==> src/rtl/hilo_ctrl.sv <==
// hilo_ctrl: execute-stage HI/LO controller that issues mult/div to MulDivUnit and commits results
module hilo_ctrl #(
  parameter int LAT_W = 8
) (
  input  logic             clk,
  input  logic             reset,
  input  logic             req_valid,
  input  logic [2:0]       req_op,
  input  logic             req_sign,
  input  logic [31:0]      req_rs,
  input  logic [31:0]      req_rt,
  input  logic             req_kill,
  output logic             stall,
  output logic [31:0]      rd_data,
  output logic [31:0]      hi,
  output logic [31:0]      lo,
  output logic             busy,
  output logic [LAT_W-1:0] last_lat,
  output logic [31:0]      md_in_src0,
  output logic [31:0]      md_in_src1,
  output logic [1:0]       md_in_op,
  output logic             md_in_sign,
  output logic             md_in_valid,
  input  logic             md_in_ready,
  output logic             md_out_ready,
  input  logic             md_out_valid,
  input  logic [31:0]      md_out_res0,
  input  logic [31:0]      md_out_res1
);
  localparam logic [2:0] OP_MULT = 3'd1, OP_DIV = 3'd2, OP_MTHI = 3'd3;
  localparam logic [2:0] OP_MTLO = 3'd4, OP_MFHI = 3'd5, OP_MFLO = 3'd6;
  typedef enum logic [1:0] {IDLE, ISSUE, WAIT} state_t;
  state_t           state;
  logic [LAT_W-1:0] cnt;
  logic [LAT_W-1:0] cnt_nxt;
  logic             live;
  logic             accept;
  logic             issue;
  assign live    = req_valid & ~req_kill & (req_op != 3'd0) & (req_op != 3'd7);
  assign busy    = state != IDLE;
  assign stall   = live & busy;
  assign accept  = live & ~busy;
  assign issue   = (req_op == OP_MULT) | ((req_op == OP_DIV) & (req_rt != 32'd0));
  assign cnt_nxt = (&cnt) ? cnt : cnt + LAT_W'(1);
  assign rd_data = (req_op == OP_MFHI) ? hi : (req_op == OP_MFLO) ? lo : 32'd0;
  always_ff @(posedge clk or negedge reset) begin
    if (!reset) begin
      state        <= IDLE;
      cnt          <= '0;
      hi           <= '0;
      lo           <= '0;
      last_lat     <= '0;
      md_in_src0   <= '0;
      md_in_src1   <= '0;
      md_in_op     <= '0;
      md_in_sign   <= 1'b0;
      md_in_valid  <= 1'b0;
      md_out_ready <= 1'b0;
    end else begin
      case (state)
        IDLE: if (accept) begin
          if (issue) begin
            md_in_src0  <= req_rs;
            md_in_src1  <= req_rt;
            md_in_op    <= (req_op == OP_MULT) ? 2'b01 : 2'b10;
            md_in_sign  <= req_sign;
            md_in_valid <= 1'b1;
            cnt         <= LAT_W'(1);
            state       <= ISSUE;
          end
          if (req_op == OP_MTHI) hi <= req_rs;
          if (req_op == OP_MTLO) lo <= req_rs;
        end
        ISSUE: begin
          cnt <= cnt_nxt;
          if (md_in_ready) begin
            md_in_valid  <= 1'b0;
            md_out_ready <= 1'b1;
            state        <= WAIT;
          end
        end
        WAIT: begin
          cnt <= cnt_nxt;
          if (md_out_valid) begin
            hi           <= md_out_res1;
            lo           <= md_out_res0;
            last_lat     <= cnt;
            md_out_ready <= 1'b0;
            state        <= IDLE;
          end
        end
        default: state <= IDLE;
      endcase
    end
  end
endmodule

==> config.mk <==
export PLATFORM = sky130hd
export DESIGN_NAME = hilo_ctrl
export DESIGN_NICKNAME = d
export VERILOG_FILES = /design/src/rtl/hilo_ctrl.sv
export SDC_FILE = /design/constraint.sdc
export NUM_CORES = 1
export LEC_CHECK = 0
export CORE_MARGIN = 2
export CORE_UTILIZATION = 37
export CTS_CLUSTER_SIZE = 40
export DETAILED_ROUTE_END_ITERATION = 10
export DONT_BUFFER_PORTS = 1
export PLACE_DENSITY = 0.56
export SYNTH_ARGS = -nofsm -noshare
export SYNTH_HDL_FRONTEND = slang
export SYNTH_SLANG_ARGS = --single-unit
==> constraint.sdc <==
create_clock -name clk -period 2.9 [get_ports clk]
set_input_delay 0.58 -clock clk [delete_from_list [all_inputs] [get_ports clk]]
set_output_delay 0.58 -clock clk [all_outputs]
set_load 0.005 [all_outputs]
== Word-level counts from Yosys, hierarchy flattened ==
Cells that the tools add are included.
W data, S select, Z words.

* Register bits after elaboration: 151
* Word-level logic and storage cells: 82
* ROM bits: 0
* Latch bits: 0
* Output and inout port bits: 175
* Memories: 0
* Input bits: 138
* Memory bits (writable): 0

* Add/subtract/negate cells: 1
* Div/mod/pow operators: 0
* Reduce and logical (&&, ||, !) cells: 18
* Shift operators: 0
* Muxes and demuxes: 27
* Equal/unequal tests: 16
* $lt $le $gt $ge: 0
* Bitwise operators: 9
* $mul: 0

{| class="wikitable"
|+ Operators with widths
! cell !! count
|-
| $mux W32 || 8
|-
| $pmux W32 S2 || 2
|-
| $reduce_bool A32 Y1 || 1
|-
| $mux W8 || 3
|-
| $reduce_and A4 Y1 || 5
|-
| $pmux W8 S2 || 1
|-
| $ne A2 B2 Y1 const B || 7
|-
| $mux W2 || 5
|-
| $reduce_bool A2 Y1 || 5
|-
| $eq A3 B3 Y1 const B || 3
|-
| $add A8 B1 Y8 const B || 1
|-
| $reduce_and A8 Y1 || 1
|-
| $and A1 B1 Y1 || 6
|-
| $eq A3 B2 Y1 const B || 2
|-
| $pmux W2 S3 || 1
|-
| $reduce_and A3 Y1 || 2
|-
| $mux W1 || 5
|-
| $pmux W1 S2 || 2
|-
| $eq A3 B1 Y1 const B || 1
|-
| $ne A3 B3 Y1 const B || 1
|-
| $reduce_bool A3 Y1 || 1
|-
| $eq A2 B1 Y1 const B || 1
|-
| $eq A2 B2 Y1 const B || 1
|-
| $logic_not A2 Y1 || 1
|-
| 4 further kinds || 5
|}

== Logic depth before layout (Yosys ltp) ==
Gate-level depths: netlist (run 1).

* Depth after elaboration: 7
* Gate-level depth with buffers: 9
* Depth with buffers taken out: 7

== Worst setup path after synthesis (run 1) ==
Ideal clock, no wire load.

* Path kind: in2reg
* Start: input req_op[2]
* End: register md_in_src0[0]
* Path slack: 676 ps
* Required time: 2773 ps
* Path buffers: 2
* Arrival: 2096 ps
* Cell stages on the path: 7
* Path through: o21bai_1 > a2111oi_2 > o21ai_1 > a21oi_2 > buf_6 > buf_6 > mux2_1

* Word-level cells in the longest chain between the ends: 5

{| class="wikitable"
|+ Ends and longest elaborated chain
! what !! line !! text
|-
| from (decl) || 8 || <nowiki>input logic [2:0] req_op,</nowiki>
|-
| $reduce_bool A3 Y1 || 39 || <nowiki>assign live = req_valid & ~req_kill & (req_op != 3'd0) & (req_op != 3'd7);</nowiki>
|-
| $and A1 B1 Y1 (2 in series) || 39 ||
|-
| $and A1 B1 Y1 || 42 || <nowiki>assign accept = live & ~busy;</nowiki>
|-
| $reduce_and A3 Y1 (no line) * || - ||
|-
| to (signal assigned) || 63 || <nowiki>md_in_src0 <= req_rs;</nowiki>
|-
| to (decl) || 19 || <nowiki>output logic [31:0] md_in_src0,</nowiki>
|}

Every way passes the cells marked *; elsewhere a longest branch is shown, timed or not.
A chain may end at the register's enable or synchronous reset.

== Final worst setup path (run 1) ==
* Start: register state[0]
* End: register md_in_src1[10]

* Word-level cells in the longest chain between the ends: 4

{| class="wikitable"
|+ Ends and longest elaborated chain
! what !! line !! text
|-
| from (decl) || 33 || <nowiki>state_t state;</nowiki>
|-
| from (signal assigned) || 48 || <nowiki>state <= IDLE;</nowiki>
|-
| from (signal assigned) || 69 || <nowiki>state <= ISSUE;</nowiki>
|-
| from (signal assigned) || 79 || <nowiki>state <= WAIT;</nowiki>
|-
| $reduce_bool A2 Y1 || 40 || <nowiki>assign busy = state != IDLE;</nowiki>
|-
| via busy || 17 || <nowiki>output logic busy,</nowiki>
|-
| $not A1 Y1 || 42 ||
|-
| $and A1 B1 Y1 || 42 ||
|-
| $reduce_and A3 Y1 (no line) || - ||
|-
| to (signal assigned) || 64 || <nowiki>md_in_src1 <= req_rt;</nowiki>
|-
| to (decl) || 20 || <nowiki>output logic [31:0] md_in_src1,</nowiki>
|}

The timed path passes the listed nets, and every way through them passes these cells.

==> results.md, run 1 <==
- Status: finished with violations
- Failing checks: design-rule violations, negative hold slack
- Final nets: 770
- Largest cells by area after synthesis: dfrtp_1 55%, a21oi_1 7.2%, mux2_1 6.9%, a22o_1 4.2%, mux2_2 4.1%
- Slew margin rel.: 0.700
- Async SR Flop Fraction: 1.00
- Core region area: 18100 µm²
- Post-Synth Adder-Cell Area: 0.00731
- Pwr dens: 1080 nW/µm²
- Class of the worst hold path: in -> async
- Core Rows: 49
- Yosys Warn Count: 0
- Pins Over Slew Limit: 0
- Clock Pin Slew Worst Setup and Hold Paths: 0.07 ns
- Tcrit/Tclk final: 0.879
- GPL Wtd Cong: 0.849
- Crit path time final: 2.55 ns
- CTS tree: yes
- Die height: 140 µm
- Worst flop-to-flop path startpoint: state[0]
- Critical Path AT: 2.85 ns
- Final clock skew: 0.0100 ns
- Peak VDD IR: 0.000418 V
- Lkg Pwr: 0.00328 µW
- Iteration-0 DRC count of the detailed router: 232
- Initial core utilization: 0.379
- Cell taking the most area after synthesis: dfrtp_1
- Clk Latency, worst-skew pair: 0.42 ns
- Worst slew pin tran: 0.448 ns
- Largest family of logic cells by synthesized area: compound AO/OA/AOI/OAI gates
- Post-synthesis simple-gate area fraction: 0.107
- Primary FF master, synth: dfrtp_1
- Via-to-Cell Ratio: 5.76
- Post-synth top cells: 151 x dfrtp_1, 98 x a21oi_1, 48 x nand2_1, 44 x o21ai_0, 42 x mux2_1
- Hold_ws: -0.148 ns
- DR DRC count: 25
- Final Power: 8430 µW
- Overflow after GRT: 0
- Fin. Hold Viols: 151
- Post-synthesis sequential area ratio: 0.552
- Most frequent cell after synthesis: dfrtp_1
- Max cap viols: 0
- Gr usage total: 0.197
- Setup TNS: 0 ns
- Layout cells sized above 1: 0.125
- DIE AREA: 19600 µm²
- Worst EP required: 3.20 ns
- Syn-to-layout area delta: 13.6%
- Io pins: 313
- Synth cell types: 47
- H-Tree Depth: 4
- Mux share of post-synthesis cell area: 0.113
- Vias in the first global route: 5153
- R2r endpoint: md_in_src1[10]
- CTS Root Cell: clkbuf_16
- Port bufs: 0
- Post-synthesis compound-gate area fraction: 0.183
- # resized after CTS: 0
- Post-synth EDFFs: 0
- DRT antenna net count: 0
- Post-Synthesis Cells: 635
- #FFs+latches synth: 151
- Worst Reg-to-Reg Cells: 9
- Pin count of the biggest net entering global routing: 152
- Setup Crit Path Kind: reg -> reg
- Via count: 5009
- Area of the mapped netlist: 6850 µm²
- Final setup vio count: 0
- Setup crit end kind: register
- Synth Area in XOR/XNOR: 0
- Die W: 140 µm
- Syn_nets: 777
- Max Buffers Root-to-Sink: 2
- CP Launch Type: register
- First-pass GRT wire length: 29800 µm
- Routed WL per cell: 22.5 µm
- RSZ-0062 raised after global routing: false
- Initial antenna violation count: 0
- Post-synth top area share: 0.552
- CTS Buf Count: 17
- Routed WL: 19600 µm
- CP max FO: 31
- Syn_area_per_cell: 10.8 µm²
- Clock sink count: 151
- Fmax: 392 MHz
- R2R setup slack: 0.35 ns
- N_diodes: 0
- Detailed placement HPWL: 13900 µm
- TritonRoute pass-1 iters: 8
-- worst max path at each step --
stage	from	end	slack, ns	cells past startpoint
2_1_floorplan	req_op[2]	md_in_src0[0]	0.68	7
3_3_place_gp	state[0]	md_in_src1[25]	0.27	8
3_5_place_dp	state[0]	md_in_src1[10]	0.19	8
4_1_cts	state[0]	md_in_src1[10]	0.19	8
5_1_grt	state[0]	md_in_src0[29]	0.13	9
6_report	state[0]	md_in_src1[10]	0.35	9
-- placed cells by master, fill, tap and decap left out, types with 2 or more instances in the layout --
master	Yosys	final
inv_1	14	14
clkbuf_1	24	2
mux2i_1	2	2
nor2_1	35	34
clkinvlp_4	0	4
ha_1	4	3
mux2_2	25	25
buf_12	0	7
nor2b_1	34	34
nand3_1	7	7
nand2b_1	2	2
dfrtp_1	151	151
buf_4	3	8
nor4_1	8	8
o211ai_1	10	10
mux2_1	42	42
and2_1	3	3
inv_6	0	3
clkbuf_16	0	17
nor3b_1	5	5
nand4_1	3	3
nand2_1	48	48
o21a_1	3	2
o21ai_0	44	44
a22o_1	33	33
bufinv_16	0	3
a21oi_1	98	98
-- cell families after synthesis --
family | count (synthesis)
compound gates | 206
fa+ha+maj | 4
buf+inv | 55
flops | 151
mux | 69
simple gates | 150
-- per-stage QoR --
step                hold WS (ns)  worst slack, ns  instances  area (µm²)   util
floorplan                  0.284            0.676        635        6850      -
global placement           0.288            0.271        834        7130  0.394
detailed placement         0.288            0.189        834        7130  0.394
CTS                       -0.171            0.193        866        7740  0.428
global route              -0.178            0.128        870        7780  0.430
finish                    -0.148            0.352        870        7780  0.430
-- worst max-delay path, stage by stage (launching register included) --
cell and delay (ns):
dfrtp_1 0.40, inv_1 0.14, ha_1 0.29, inv_1 0.15, a2111oi_2 0.39, o21ai_1 0.18
a21oi_4 0.16, buf_12 0.15, buf_12 0.20, mux2_2 0.36
-- flip-flops by register name, indices dropped and copies added (netlist names), 2 cells and up --
| register | flops |
|---|---|
| md_in_src0 | 32 |
| hi | 32 |
| state | 2 |
| lo | 32 |
| md_in_op | 2 |
| last_lat | 8 |
| cnt | 8 |
| md_in_src1 | 32 |
-- report_power, final --
group	switching, µW	internal [µW]	leakage, µW
sequential	998	3110	0.00184
combinational	1110	904	0.00115
clock	916	1390	0.000286
-- layer usage --
metal / vias up / track usage / part of all wire / wire length (µm)
li1: 2251 / - / - / -
met1: 2486 / 0.227 / 0.38 / 7450
met2: 249 / 0.334 / 0.50 / 9700
met3: 23 / 0.0793 / 0.11 / 2060
met4: 0 / 0.0665 / 0.019 / 376
met5: - / 0 / 0 / 0
-- final cells by class --
| cell class | count | area [µm²] |
|---|---|---|
| inverter | 14 | 52.6 |
| clock inverter | 12 | 166 |
| tap | 229 | 287 |
| clock buffer | 20 | 447 |
| multi-input combinational | 429 | 2850 |
| timing repair buffer | 15 | 200 |
| fill | 1733 | 10300 |
| sequential | 151 | 3780 |
-- timing repair --
| action | 4_1_cts | 5_1_grt |
|---|---|---|
| endpoints found under the setup margin | 0 | 41 |
| buffers inserted | 0 | 4 |
| endpoints found under the hold margin | 151 | 151 |
Power figures use the tool's default switching activity.
==> run 2: changes to the inputs <==
Settings changed: PLACE_DENSITY 0.56 to 0.58.
Clock period 2.9 ns to 2.3 ns, I/O delays scaled along.
==> run 2 against run 1 <==
  * The run still ends with design-rule violations, negative hold slack left
  * Count of clock-buffer cells in the layout decreased by 2
  * Critical path depth unchanged
  * Non-clock buffer count increased by 10
  * Global-route usage decreased by 0.30 points
  * Flip-flop and latch count unchanged
  * Worst setup slack got worse by 0.29 ns
  * Cell area increased by 2.3%
  * Worst hold slack got worse by 0.12 ns
  * Die area unchanged
  * Sequential share of layout area decreased by 1.1 points
  * Highest routed layer unchanged
==> results.md, run 2 (same netlist as run 1, synthesis figures left out) <==
- Clock Pin Slew Worst Setup and Hold Paths: 0.06 ns
- Gr usage total: 0.194
- Syn-to-layout area delta: 16.2%
- Critical Path AT: 2.54 ns
- Cell Chain, Critical Path: inv_1 > ha_2 > inv_1 > a2111oi_4 > o21ai_2 > a21oi_4 > buf_6 > buf_12 > mux2_1
- Worst setup endpoint: md_in_src0[15]
- H-Tree Depth: 4
- CTS Root Cell: clkbuf_16
- CP Launch Type: register
- Fin. Hold Viols: 151
- Initial antenna violation count: 0
- Clock sink count: 151
- Class of the worst hold path: in -> async
- Worst path slowest cell: dfrtp_1
- Die height: 140 µm
- Initial core utilization: 0.379
- Via-to-Cell Ratio: 5.72
- Max Buffers Root-to-Sink: 2
- N_diodes: 0
- Hold_ws: -0.269 ns
- Layout fillers: 1709
- Top cell by count, worst path: inv_1
- CP bufs+invs: 4
- Worst Reg-to-Reg Cells: 9
- Setup Crit Path Kind: reg -> reg
- Post-Layout Cell Count: 880
- R2R setup slack: 0.06 ns
- Peak VDD IR: 0.000553 V
- Critical path's largest stage delay: 0.40 ns
- GPL Wtd Cong: 0.827
- Pins Over Slew Limit: 0
- Core region area: 18100 µm²
- Vias in the first global route: 5157
- Iteration-0 DRC count of the detailed router: 256
- Lkg Pwr: 0.00338 µW
- Commonest non-fill, non-tap cells in the layout: 151 x dfrtp_1, 98 x a21oi_1, 48 x nand2_1, 44 x o21ai_0, 42 x mux2_1
- WP depth: 9
- Fmax: 446 MHz
- Tcrit/Tclk final: 0.974
- DR DRC count: 25
- Routed WL per cell: 22.5 µm
- TritonRoute pass-1 iters: 8
- DRT antenna net count: 0
- CP max FO: 21
- Final setup vio count: 0
- Worst EP required: 2.60 ns
- Pin count of the biggest net entering global routing: 152
- Crit path time final: 2.24 ns
- Overflow after GRT: 0
- Layout cells sized above 1: 0.146
- First-pass GRT wire length: 29500 µm
- DIE AREA: 19600 µm²
- Via count: 5035
- Worst flop-to-flop path startpoint: state[0]
- Failing checks: design-rule violations, negative hold slack
- Placed insts: 843
- Detailed placement HPWL: 13800 µm
- Final clock skew: 0.00438 ns
- Max cap viols: 0
- Slew margin rel.: 0.557
- Worst slew pin tran: 0.665 ns
- Core Rows: 49
- Setup crit end kind: register
- Clk Latency, worst-skew pair: 0.42 ns
- Routed WL: 19800 µm
- CTS tree: yes
- Pwr dens: 1390 nW/µm²
- CTS Buf Count: 17
- Port bufs: 0
- Io pins: 313
- Die W: 140 µm
- Final core occ: 0.440
- R2r endpoint: md_in_src0[15]
- Final nets: 780
- Status: finished with violations
- Commonest non-fill, non-tap cell in the layout: dfrtp_1
- Crit path max-delay family: compound AO/OA/AOI/OAI gates
- Critical Path Start: state[0]
-- run 2: cell types whose count changed in the layout (fill, tap and decap cells not counted), moves of 2 or more --
cell,delta
buf_12,-2
buf_4,+8
buf_6,+2
bufinv_16,+3
clkbuf_16,+2
clkinvlp_4,-2
-- run 2: report_power, final --
part,switching [µW],internal (µW),leakage [µW]
clock network,1160,2050,0.000323
logic,1420,1230,0.00121
registers,1260,3920,0.00184
-- run 2: stage by stage --
| step | total power, µW | setup TNS, ns | setup WS (ns) | instance area [µm²] |
|---|---|---|---|---|
| global placement | 7720 | 0 | 0.000152 | 7170 |
| finish | 11000 | 0 | 0.0599 | 7960 |
| floorplan | 6800 | 0 | 0.127 | 6850 |
| CTS | 11100 | 0 | 0.0504 | 7850 |
| global route | 11800 | -0.556 | -0.0345 | 7960 |
| detailed placement | 7870 | -0.00237 | -0.00237 | 7170 |
-- run 2: cell type report --
class                           instances  area [µm²]  area share
Clock buffer                           18         429      0.0539
Clock inverter                         14         246      0.0310
Inverter                               14        52.6     0.00660
Multi-Input combinational cell        429        2880       0.361
Sequential cell                       151        3780       0.475
Tap cell                              229         287      0.0360
Timing Repair Buffer                   25         293      0.0368
-- run 2: worst reg2reg max path: cells and delay by family (launching register included) --
family	cells	cell delay [ns]
AOI/OAI and AO/OA	3	0.67
DFF	1	0.40
muxes	1	0.35
adders and majority gates	1	0.18
buffers and inverters	4	0.54
-- run 2: worst min-delay path by stage --
stage,depth (start not counted),endpoint,from
floorplan,0,cnt[0],reset
global placement,0,last_lat[0],reset
detailed placement,0,last_lat[1],reset
CTS,0,last_lat[1],reset
global route,0,last_lat[7],reset
finish,0,last_lat[0],reset
-- run 2: routing by layer --
layer  GRT usage  vias to the layer above  share of wire
met4      0.0526                        0          0.014
met5           0                        -              0
met3      0.0838                       21           0.11
met1       0.220                     2479           0.37
met2       0.336                      262           0.51
li1            -                     2273              -
-- run 2: what timing repair did --
item	CTS	global route
buffers inserted	0	2
hold endpoints to repair	151	151
endpoints found under the setup margin	4	108
pin swaps	0	1
cloned	0	3
gates resized for setup	1	8
